<file path="src/rtl/rv32_alu.sv">
// RV32I execute-stage ALU with a single registered result stage.
// Define ALU_BRCMP_EN to add the combinational branch-compare ports (br_un, br_eq, br_lt).
module rv32_alu (
   input  logic        clk,
   input  logic        reset,
   input  logic        in_valid,
   input  logic [31:0] rs1,
   input  logic [31:0] rs2,
   input  logic [3:0]  ALUsel,
`ifdef ALU_BRCMP_EN
   input  logic        br_un,
   output logic        br_eq,
   output logic        br_lt,
`endif
   output logic [31:0] alu_res,
   output logic        out_valid,
   output logic        zero
);

   localparam int unsigned XLEN = 32;
   localparam int unsigned SHW  = 5;

   localparam logic [3:0] OP_ADD   = 4'd0;
   localparam logic [3:0] OP_SUB   = 4'd1;
   localparam logic [3:0] OP_SLL   = 4'd2;
   localparam logic [3:0] OP_SLT   = 4'd3;
   localparam logic [3:0] OP_SLTU  = 4'd4;
   localparam logic [3:0] OP_XOR   = 4'd5;
   localparam logic [3:0] OP_SRL   = 4'd6;
   localparam logic [3:0] OP_SRA   = 4'd7;
   localparam logic [3:0] OP_OR    = 4'd8;
   localparam logic [3:0] OP_AND   = 4'd9;
   localparam logic [3:0] OP_JADD  = 4'd10;
   localparam logic [3:0] OP_LUIOP = 4'd11;

   logic [XLEN-1:0] res_c;
   logic [XLEN-1:0] sum_c;
   logic [SHW-1:0]  shamt_c;

   logic [XLEN-1:0] alu_res_q, alu_res_d;
   logic            zero_q, zero_d;
   logic            out_valid_q, out_valid_d;

   assign shamt_c = rs2[SHW-1:0];
   assign sum_c   = rs1 + rs2;

   // Result datapath; reserved encodings yield zero.
   always_comb begin
      res_c = '0;
      case (ALUsel)
         OP_ADD:   res_c = sum_c;
         OP_SUB:   res_c = rs1 - rs2;
         OP_SLL:   res_c = rs1 << shamt_c;
         OP_SLT:   res_c = {{(XLEN-1){1'b0}}, ($signed(rs1) < $signed(rs2))};
         OP_SLTU:  res_c = {{(XLEN-1){1'b0}}, (rs1 < rs2)};
         OP_XOR:   res_c = rs1 ^ rs2;
         OP_SRL:   res_c = rs1 >> shamt_c;
         OP_SRA:   res_c = XLEN'($signed(rs1) >>> shamt_c);
         OP_OR:    res_c = rs1 | rs2;
         OP_AND:   res_c = rs1 & rs2;
         OP_JADD:  res_c = {sum_c[XLEN-1:1], 1'b0};
         OP_LUIOP: res_c = rs2;
         default:  res_c = '0;
      endcase
   end

   // Idle cycles hold the last result and flag but drop out_valid.
   always_comb begin
      alu_res_d   = alu_res_q;
      zero_d      = zero_q;
      out_valid_d = 1'b0;
      if (in_valid) begin
         alu_res_d   = res_c;
         zero_d      = (res_c == '0);
         out_valid_d = 1'b1;
      end
   end

   always_ff @(posedge clk) begin
      if (reset) begin
         alu_res_q   <= '0;
         zero_q      <= 1'b1;
         out_valid_q <= 1'b0;
      end else begin
         alu_res_q   <= alu_res_d;
         zero_q      <= zero_d;
         out_valid_q <= out_valid_d;
      end
   end

   assign alu_res   = alu_res_q;
   assign zero      = zero_q;
   assign out_valid = out_valid_q;

`ifdef ALU_BRCMP_EN
   // Same-cycle compare for the branch unit, independent of reset.
   assign br_eq = (rs1 == rs2);
   assign br_lt = br_un ? (rs1 < rs2) : ($signed(rs1) < $signed(rs2));
`endif

endmodule

</file>
<file path="config.mk">
export PLATFORM = sky130hd
export DESIGN_NAME = rv32_alu
export DESIGN_NICKNAME = d
export VERILOG_FILES = /design/src/rtl/rv32_alu.sv
export SDC_FILE = /design/constraint.sdc
export NUM_CORES = 1
export LEC_CHECK = 0
export CORE_ASPECT_RATIO = 1.2
export CORE_MARGIN = 2
export CORE_UTILIZATION = 55
export CTS_CLUSTER_DIAMETER = 100
export DETAILED_ROUTE_END_ITERATION = 16
export HOLD_SLACK_MARGIN = 0.12
export PLACE_DENSITY = 0.77
export SLEW_MARGIN = 20
export SYNTH_ARGS = -nofsm -noshare
export SYNTH_HDL_FRONTEND = slang
export SYNTH_SLANG_ARGS = --single-unit
</file>
<file path="constraint.sdc">
create_clock -name clk -period 7.9 [get_ports clk]
set_input_delay 0.79 -clock clk [delete_from_list [all_inputs] [get_ports clk]]
set_output_delay 0.79 -clock clk [all_outputs]
set_load 0.01 [all_outputs]
</file>
======== Word level (Yosys, flattened, before mapping) ========
Cells that the tools add are included.
storage, ports and cells
  input port bits ......................... 71
  register bits after elaboration ......... 34
  output and inout port bits .............. 34
  word-level logic and storage cells ...... 28
operators by class
  muxes and demuxes ....................... 2
  reductions and logical operators ........ 2
  eq/ne operators ......................... 11
  shift-type cells ........................ 3
  bitwise operators ....................... 3
  order comparisons ....................... 2
  add/sub/neg operators ................... 2
operator list
  kind                  count
  $pmux W32 S12         1
  $lt A32 B32 Y1        2
  $add A32 B32 Y32      1
  $and A32 B32 Y32      1
  $logic_not A32 Y1     1
  $or A32 B32 Y32       1
  $shl A32 B5 Y32       1
  $shr A32 B5 Y32       1
  $sshr A32 B5 Y32      1
  $sub A32 B32 Y32      1
  $xor A32 B32 Y32      1
  $eq A4 B3 Y1 const B  4
  $eq A4 B4 Y1 const B  4
  $eq A4 B2 Y1 const B  2
  $eq A4 B1 Y1 const B  1
  $logic_not A4 Y1      1
  $mux W1               1

======== Depth between registers and ports, before layout ========
Gate-level depths: netlist (run 1).
  word-level depth ........................ 3
  depth in mapped cells ................... 18
  depth with buffers taken out ............ 15

======== Least setup slack after synthesis (run 1) ========
No wires, ideal clock.
  path kind ............................... input -> register
  start ................................... input port rs2[2]
  end ..................................... register zero_q (netlist: zero)
  buffers on the path ..................... 3
  path slack .............................. 3050 ps
  arrival ................................. 4791 ps
  required time ........................... 7841 ps
  stages .................................. 17
  setup time .............................. 59 ps
  cell sequence ........................... clkbuf_1 -> inv_2 -> buf_1 -> clkbuf_1 -> ha_1 -> o21ba_1 -> nor4_1 -> o2111ai_1 -> a211oi_1 -> o21ai_1 -> nor3_1 -> a31oi_1 -> a221o_1 -> a21oi_1 -> and4_1 -> and4b_1 -> a41o_1
on the way
  longest elaborated chain between the ends .. 3
  elaborated cells between the ends (all ways) .. 12
  those cells by class .................... 2 x add/sub; 2 x order compare; 3 x shift; 1 x mux; 3 x bitwise; 1 x reduce/logical
RTL lines
  item                                      RTL line  RTL
  start: declaration                        8         input logic [31:0] rs2,
  $add A32 B32 Y32 (tied with other cells)  45        assign sum_c = rs1 + rs2;
  $pmux W32 S12 *                           50        case (ALUsel)
  $logic_not A32 Y1 *                       74        zero_d = (res_c == '0);
  end signal: assignment                    86        zero_q <= zero_d;
  end: declaration                          41        logic zero_q, zero_d;
Every way passes the cells marked *; elsewhere a longest branch is shown, timed or not.
A chain may end at the register's enable or synchronous reset.

======== Worst setup path after layout (run 1) ========
  start ................................... input port rs2[0]
  end ..................................... register zero_q (netlist: zero)
on the way
  longest elaborated chain between the ends .. 3
  elaborated cells between the ends (all ways) .. 12
  those cells by class .................... 2 x add/sub; 2 x order compare; 3 x shift; 1 x mux; 3 x bitwise; 1 x reduce/logical
RTL lines
  item                                      RTL line  RTL
  $sub A32 B32 Y32 (tied with other cells)  52        OP_SUB: res_c = rs1 - rs2;
  $pmux W32 S12 *                           50
  $logic_not A32 Y1 *                       74
Marks and branches as above.

==> results.md, run 1 <==
* Pleak at between 0.004 and 0.005 uW
* CP endpoint kind: flip-flop
* Final period utilization at 73.4%
* RSZ-0062 raised after global routing: no
* Post-Synthesis Cells at 1588
* Slowest cell on crit path: nor4_1
* DRC Markers at 0
* Net Sw Frac at 49.8%
* Fin Hold WS at 0.485 ns
* H-tree levels at 2
* Die Span X at 134 um
* Seq cells post-synth at 34
* Logic pwr share at about 70%
* Num rows at 57
* Syn avg cell area at 7.04 um2
* Die area at between 20000 and 25000 um2
* Leading register cell type out of synthesis: dfxtp_1
* Multi-input logic area at 9540 um2
* Grt ovf at 0
* Syn-to-layout area delta at 10.1%
* Syn Nets at roughly 1800
* Clk sinks at 34
* Max IR drop VDD at 0.000147 V
* Setup crit start kind: input port
* Setup Skew at 0 ns
* Final hold viol count at 0
* Setup Fix Bufs, Post-CTS at 0
* Crit path max fanout at 52
* Global-route wire length before repair at ~76 mm
* Chip height at ~160 um
* Internal Power at 619 uW
* Slew Limit Fails at 0
* Mapped cell area at ~11000 um2
* Filler cells at 1943
* Worst slew pin tran at between 1 and 1.5 ns
* Clock Power Share at 15.5%
* Worst relative slew slack at 25.6%
* # diodes at 0
* Clk slew on worst S/H paths at 0.05 ns
* Post-DP HPWL at just under 40 mm
* Status: finished clean
* Distinct cell type count after synthesis at 93
* Largest net degree at the start of global routing at 75
* F_max at 172 MHz
* Initial antenna violation count at 0
* Critical path class: in2reg
* Detailed Route Iter0 Violations at 2169
* Post-synth EDFFs at 0
* Vias/cell at 7.42
* Async SR Flop Fraction at 0%
* Net Switching at ~600 uW
* Post-synthesis sequential area ratio at 6.09%
* Final setup viols at 0
* Slowest stage delay, CP at 0.84 ns
* Total global-route track usage at 45.7%
* TritonCTS clock tree: yes
* CTS Hold Buffers Added at 0
* Register Area at 681 um2
* Post-detailed-route wirelength per cell at around 27 um
* Cell area power density at 100 nW/um2
* Seq pwr share at 15.7%
* Max-Cap Viols at 0
* Post-cts resize count at 0
* Port-buffer cells at 104
* Final wirelength at approximately 51 mm
* Worst-Skew Late Latency at roughly 0.28 ns
* Share of cells above drive strength 1 at 7.42%
* Total iterations of the first detailed-routing run at 8
* Worst Hold Class: reg2reg
* Crit-path cells: buf_4 -> buf_4 -> ha_1 -> fa_1 -> o21ba_1 -> nor4_1 -> o2111ai_1 -> a211oi_1 -> o21ai_1 -> nor3_1 -> a31oi_1 -> a221o_1 -> a21oi_1 -> and4_1 -> and4b_1 -> a41o_1
* Critical path arrival at 6.03 ns
* Initial Utilization at 55.6%
* Core box area at 20100 um2
* CTS Root Cell: clkbuf_16
* Placer congestion estimate at 1.13
* Max Root-Sink Buffers at 2
* Final min period at around 5.8 ns
* Critical Path RT at ~8.1 ns
* Top cell by count, worst path: buf_4
* Vias in the first global route at 12728
* Io pins at 105
* Number of CTS-inserted buffers at 5
* Yosys warning count at 0
* ANT nets after route at 0
* Via Count at ~14000
* Fin nets at 1765
* Final TNS setup at 0 ns
==> synthesized netlist by cell type, types with 19 or more instances <==
library cell	count	area [um2]
a31oi_1	27	169
o21ai_0	81	405
nand2b_1	19	119
nand2_1	144	541
mux4_2	46	1040
inv_1	101	379
nor3_1	53	265
mux2i_1	70	701
o211ai_1	29	218
nor2_1	160	601
ha_1	103	1290
clkbuf_1	97	364
a21oi_1	124	621
dfxtp_1	34	681
nand3_1	37	185
a211oi_1	49	368
==> power by group through the flow <==
stage          combinational [uW]  clock [uW]  sequential [uW]
3_5_place_dp                  806           0              198
5_1_grt                       895         200              196
4_1_cts                       810         194              195
3_3_place_gp                  801           0              197
6_report                      848         192              194
2_1_floorplan                 516           0              205
==> cells by family (layout without fill, tap and decap cells) <==
logic type	count (synthesis)	after routing	share of synthesized area (%)
buffers and inverters	242	244	8.65
multiplexers	144	144	18.4
AND/OR/NAND/NOR	536	536	23.0
adder cells (fa/ha/maj)	105	105	11.9
AO/OA/AOI/OAI	523	523	31.7
XOR/XNOR	4	4	0.314
flip-flops	34	34	6.09
==> worst paths after layout <==
| path | from | endpoint | slack (ns) | cells past startpoint |
|---|---|---|---|---|
| setup reg to reg | zero | zero | 7.11 | 2 |
| hold reg to reg | alu_res[24] | alu_res[24] | 0.48 | 2 |
| hold / removal | alu_res[24] | alu_res[24] | 0.48 | 2 |
| setup / recovery | rs2[0] | zero | 2.10 | 16 |
==> final cells by class <==
class	count	share of cell area [%]
Clock buffer	7	1.16
Clock inverter	1	0.0407
Inverter	107	3.27
Multi-Input combinational cell	1312	77.5
Sequential cell	34	5.53
Tap cell	265	2.70
Timing Repair Buffer	129	9.79
==> stage by stage <==
stage               total power (uW)  cells  setup WS, ns  area, um2  utilization, %
floorplan                        721   1588          3.05      11200               -
global placement                 997   1847          2.21      12200            60.4
detailed placement              1000   1847          2.06      12200            60.4
CTS                             1200   1855          2.33      12300            61.2
global route                    1290   1855          1.90      12300            61.2
finish                          1230   1855          2.10      12300            61.2
==> sequential cells by signal (all words and copies together), names as in the netlist <==
| signal | flops |
|---|---|
| alu_res | 32 |
| zero | 1 |
| out_valid | 1 |
==> critical path, delay by kind of cell <==
kind                     cells  cell delay [ns]
AO/OA/AOI/OAI                8             2.17
adder cells (fa/ha/maj)      2             0.68
buffers and inverters        2             0.65
AND/OR/NAND/NOR              4             1.69
==> placed cells by master (no fill, tap or decap), drive strengths merged, types with 37 or more instances in the layout <==
cell | Yosys | layout
a211oi | 49 | 49
a21oi | 124 | 124
clkdlybuf4s50 | 0 | 98
ha | 103 | 103
inv | 106 | 106
mux2i | 70 | 70
mux4 | 46 | 46
nand2 | 144 | 144
nand3 | 37 | 37
nor2 | 160 | 160
nor3 | 54 | 54
o21ai | 96 | 96
==> layer usage <==
| metal | routed length, um | track usage (%) |
|---|---|---|
| met1 | 18700 | 57.6 |
| met2 | 22600 | 73.0 |
| met3 | 5910 | 8.86 |
| met4 | 3500 | 25.7 |
| met5 | 0 | 0 |
Power figures use the tool's default switching activity.
==> inputs of run 2 (changes only) <==
Clock period 7.9 ns to 5.8 ns, I/O delays scaled along.
==> run 2 against run 1 <==
Flip-flop and latch count did not move. Worst setup slack worse by 1.3 ns. Wire length increased by 4.4%. Sequential share of layout area fell by 0.13 points. Combinational power is 40% higher. Register-to-register slack got worse by 2.1 ns. Final cell count is 2.2% higher. Utilization increased by 1.4 points. Critical path type unchanged.
==> results.md, run 2 (synthesis gave the netlist of run 1 again) <==
* CTS Hold Buffers Added at 0 (unchanged)
* Core box area at 20100 um2 (unchanged)
* RSZ-0062 raised after global routing: no (unchanged)
* Via Count at 14220 (was 13761)
* Post-detailed-route wirelength per cell at 27.9 um (was 27.3 um)
* Final setup viols at 0 (unchanged)
* Total global-route track usage at 47.9% (was 45.7%)
* Worst-Skew Late Latency at 0.28 ns (about the same)
* ANT nets after route at 0 (unchanged)
* Most frequent cells in the layout: 160 x nor2_1, 144 x nand2_1, 124 x a21oi_1 (unchanged)
* Worst Hold Class: reg2reg (unchanged)
* Die Span X at 134 um (unchanged)
* Non-filler instance count after layout at 1895 (was 1855)
* Detailed Route Iter0 Violations at 2676 (was 2169)
* Internal Power at 861 uW (was 619 uW)
* Final period utilization at 86.7%
* Critical path class: in2reg (unchanged)
* Io pins at 105 (unchanged)
* Seq pwr share at 15.4% (was 15.7%)
* Crit-path cells: clkdlybuf4s50_1 -> inv_1 -> ha_1 -> fa_1 -> o21ba_1 -> nor4_1 -> buf_4 -> o2111ai_1 -> a211oi_1 -> o21ai_1 -> nor3_1 -> a31oi_1 -> a221o_1 -> a21oi_1 -> and4_1 -> and4b_1 -> a41o_1 (was buf_4 -> buf_4 -> ha_1 -> fa_1 -> o21ba_1 -> nor4_1 -> o2111ai_1 -> a211oi_1 -> o21ai_1 -> nor3_1 -> a31oi_1 -> a221o_1 -> a21oi_1 -> and4_1 -> and4b_1 -> a41o_1)
* Setup Skew at 0 ns (unchanged)
* CP endpoint kind: flip-flop (unchanged)
* Die area at 21500 um2 (unchanged)
* Final min period at 5.03 ns
* Reg2Reg Setup Slack at 5.03 ns (was 7.11 ns)
* Worst slew pin tran at 1.06 ns (was 1.11 ns)
* Vias in the first global route at 13151 (was 12728)
* Num rows at 57 (unchanged)
* Net Sw Frac at 49.9% (was 49.8%)
* Slowest stage delay, CP at 0.62 ns (was 0.84 ns)
* CTS Root Cell: clkbuf_16 (unchanged)
* Post-cts resize count at 0 (unchanged)
* Filler cells at 1884 (was 1943)
* Max reg flops at 32 (unchanged)
* Tot Pwr at 1720 uW (was 1230 uW)
* TritonCTS clock tree: yes (unchanged)
* Pleak at 0.00518 uW (was 0.00500 uW)
* Max IR drop VDD at 0.000222 V (was 0.000147 V)
* Clk slew on worst S/H paths at 0.05 ns (about the same)
* Clock Power Share at 15.5% (about the same)
* Setup crit start kind: input port (unchanged)
* Final hold viol count at 0 (unchanged)
* Share of cells above drive strength 1 at 9.58% (was 7.42%)
* Fin nets at 1803 (was 1765)
* Initial antenna violation count at 3 (was 0)
* Max Root-Sink Buffers at 2 (unchanged)
* Final wirelength at 52.9 mm (was 50.7 mm)
* Cell area power density at 137 nW/um2 (was 100 nW/um2)
* Vias/cell at 7.50 (was 7.42)
* Net Switching at 858 uW (was 615 uW)
* Global-route wire length before repair at 79.3 mm (was 76.2 mm)
* Slowest cell on crit path: a211oi_1 (was nor4_1)
* Number of CTS-inserted buffers at 5 (unchanged)
* Placer congestion estimate at 1.22 (was 1.13)
* DRC Markers at 0 (unchanged)
* Placed Cells at 1885 (was 1847)
* Initial Utilization at 55.6% (unchanged)
* Final TNS setup at 0 ns (unchanged)
* Chip height at 160 um (unchanged)
* Max-Cap Viols at 0 (unchanged)
* Status: finished clean (unchanged)
* Critical Path RT at 6.02 ns (was 8.13 ns)
* Syn-to-layout area delta at 12.6% (was 10.1%)
* Worst relative slew slack at 27.8% (was 25.6%)
* Clk sinks at 34 (unchanged)
* Port-buffer cells at 104 (unchanged)
* Largest net degree at the start of global routing at 60 (was 75)
* Total iterations of the first detailed-routing run at 6 (was 8)
* Grt ovf at 0 (unchanged)
* Most common cell after layout, fill and taps aside: nor2_1 (unchanged)
* Post-DP HPWL at 41.3 mm (was 39.1 mm)
* F_max at 199 MHz
* Setup Fix Bufs, Post-CTS at 0 (unchanged)
* H-tree levels at 2 (unchanged)
* Slew Limit Fails at 0 (unchanged)
* Logic pwr share at 69.1% (was 68.7%)
* Critical path arrival at 5.26 ns (was 6.03 ns)
* Crit path max fanout at 6 (was 52)
## run 2: cell count changes in the layout (fill, tap and decap cells not counted), sizes merged
cell,change
diode,+2
buf,+38
## run 2: metal layers
metal,wire (um),GRT usage [%]
met3,7080,11.1
met2,22900,74.8
met5,13,0
met1,18400,59.0
met4,4580,30.7
## run 2: cell type report
class | instances | area [um2] | area share [%]
inverter | 107 | 402 | 3.19
multi-input combinational | 1312 | 9540 | 75.7
timing repair buffer | 167 | 1490 | 11.8
sequential | 34 | 681 | 5.41
clock buffer | 7 | 143 | 1.13
clock inverter | 1 | 5.00 | 0.0397
antenna | 2 | 5.00 | 0.0397
tap | 265 | 332 | 2.63
## run 2: final timing paths
| kind | from | endpoint | cells past startpoint |
|---|---|---|---|
| setup / recovery | rs1[0] | zero | 17 |
| hold reg to reg | alu_res[11] | alu_res[11] | 2 |
| hold / removal | alu_res[11] | alu_res[11] | 2 |
| setup reg to reg | zero | zero | 2 |
## run 2: power by group through the flow
| stage | combinational [uW] | sequential (uW) | clock (uW) |
|---|---|---|---|
| after global routing | 1250 | 266 | 280 |
| after detailed placement | 1130 | 269 | 0 |
| after CTS | 1130 | 265 | 268 |
| after floorplan | 703 | 279 | 0 |
| after global placement | 1120 | 268 | 0 |
| final | 1190 | 265 | 266 |
## run 2: critical path: cells and delay by family
family | cells | cell delay [ns]
AOI/OAI and AO/OA | 8 | 2.12
and+or+nand+nor | 4 | 0.98
adders and majority gates | 2 | 0.65
buffers and inverters | 3 | 0.91
## run 2: stage by stage
step / worst slack [ns] / cell area, um2 / util, % / hold slack (ns)
after floorplan: 1.16 / 11200 / - / 0.502
after global placement: 0.767 / 12400 / 61.8 / 0.469
after detailed placement: 0.686 / 12400 / 61.8 / 0.478
after CTS: 0.948 / 12600 / 62.6 / 0.483
after global routing: 0.530 / 12600 / 62.6 / 0.496
final: 0.769 / 12600 / 62.6 / 0.480
==> inputs of run 3 (changes only) <==
Settings changed: SKIP_CTS_REPAIR_TIMING set to 1.
==> results of run 3 <==
The final DEF is identical to that of run 2; final timing and power are the same.
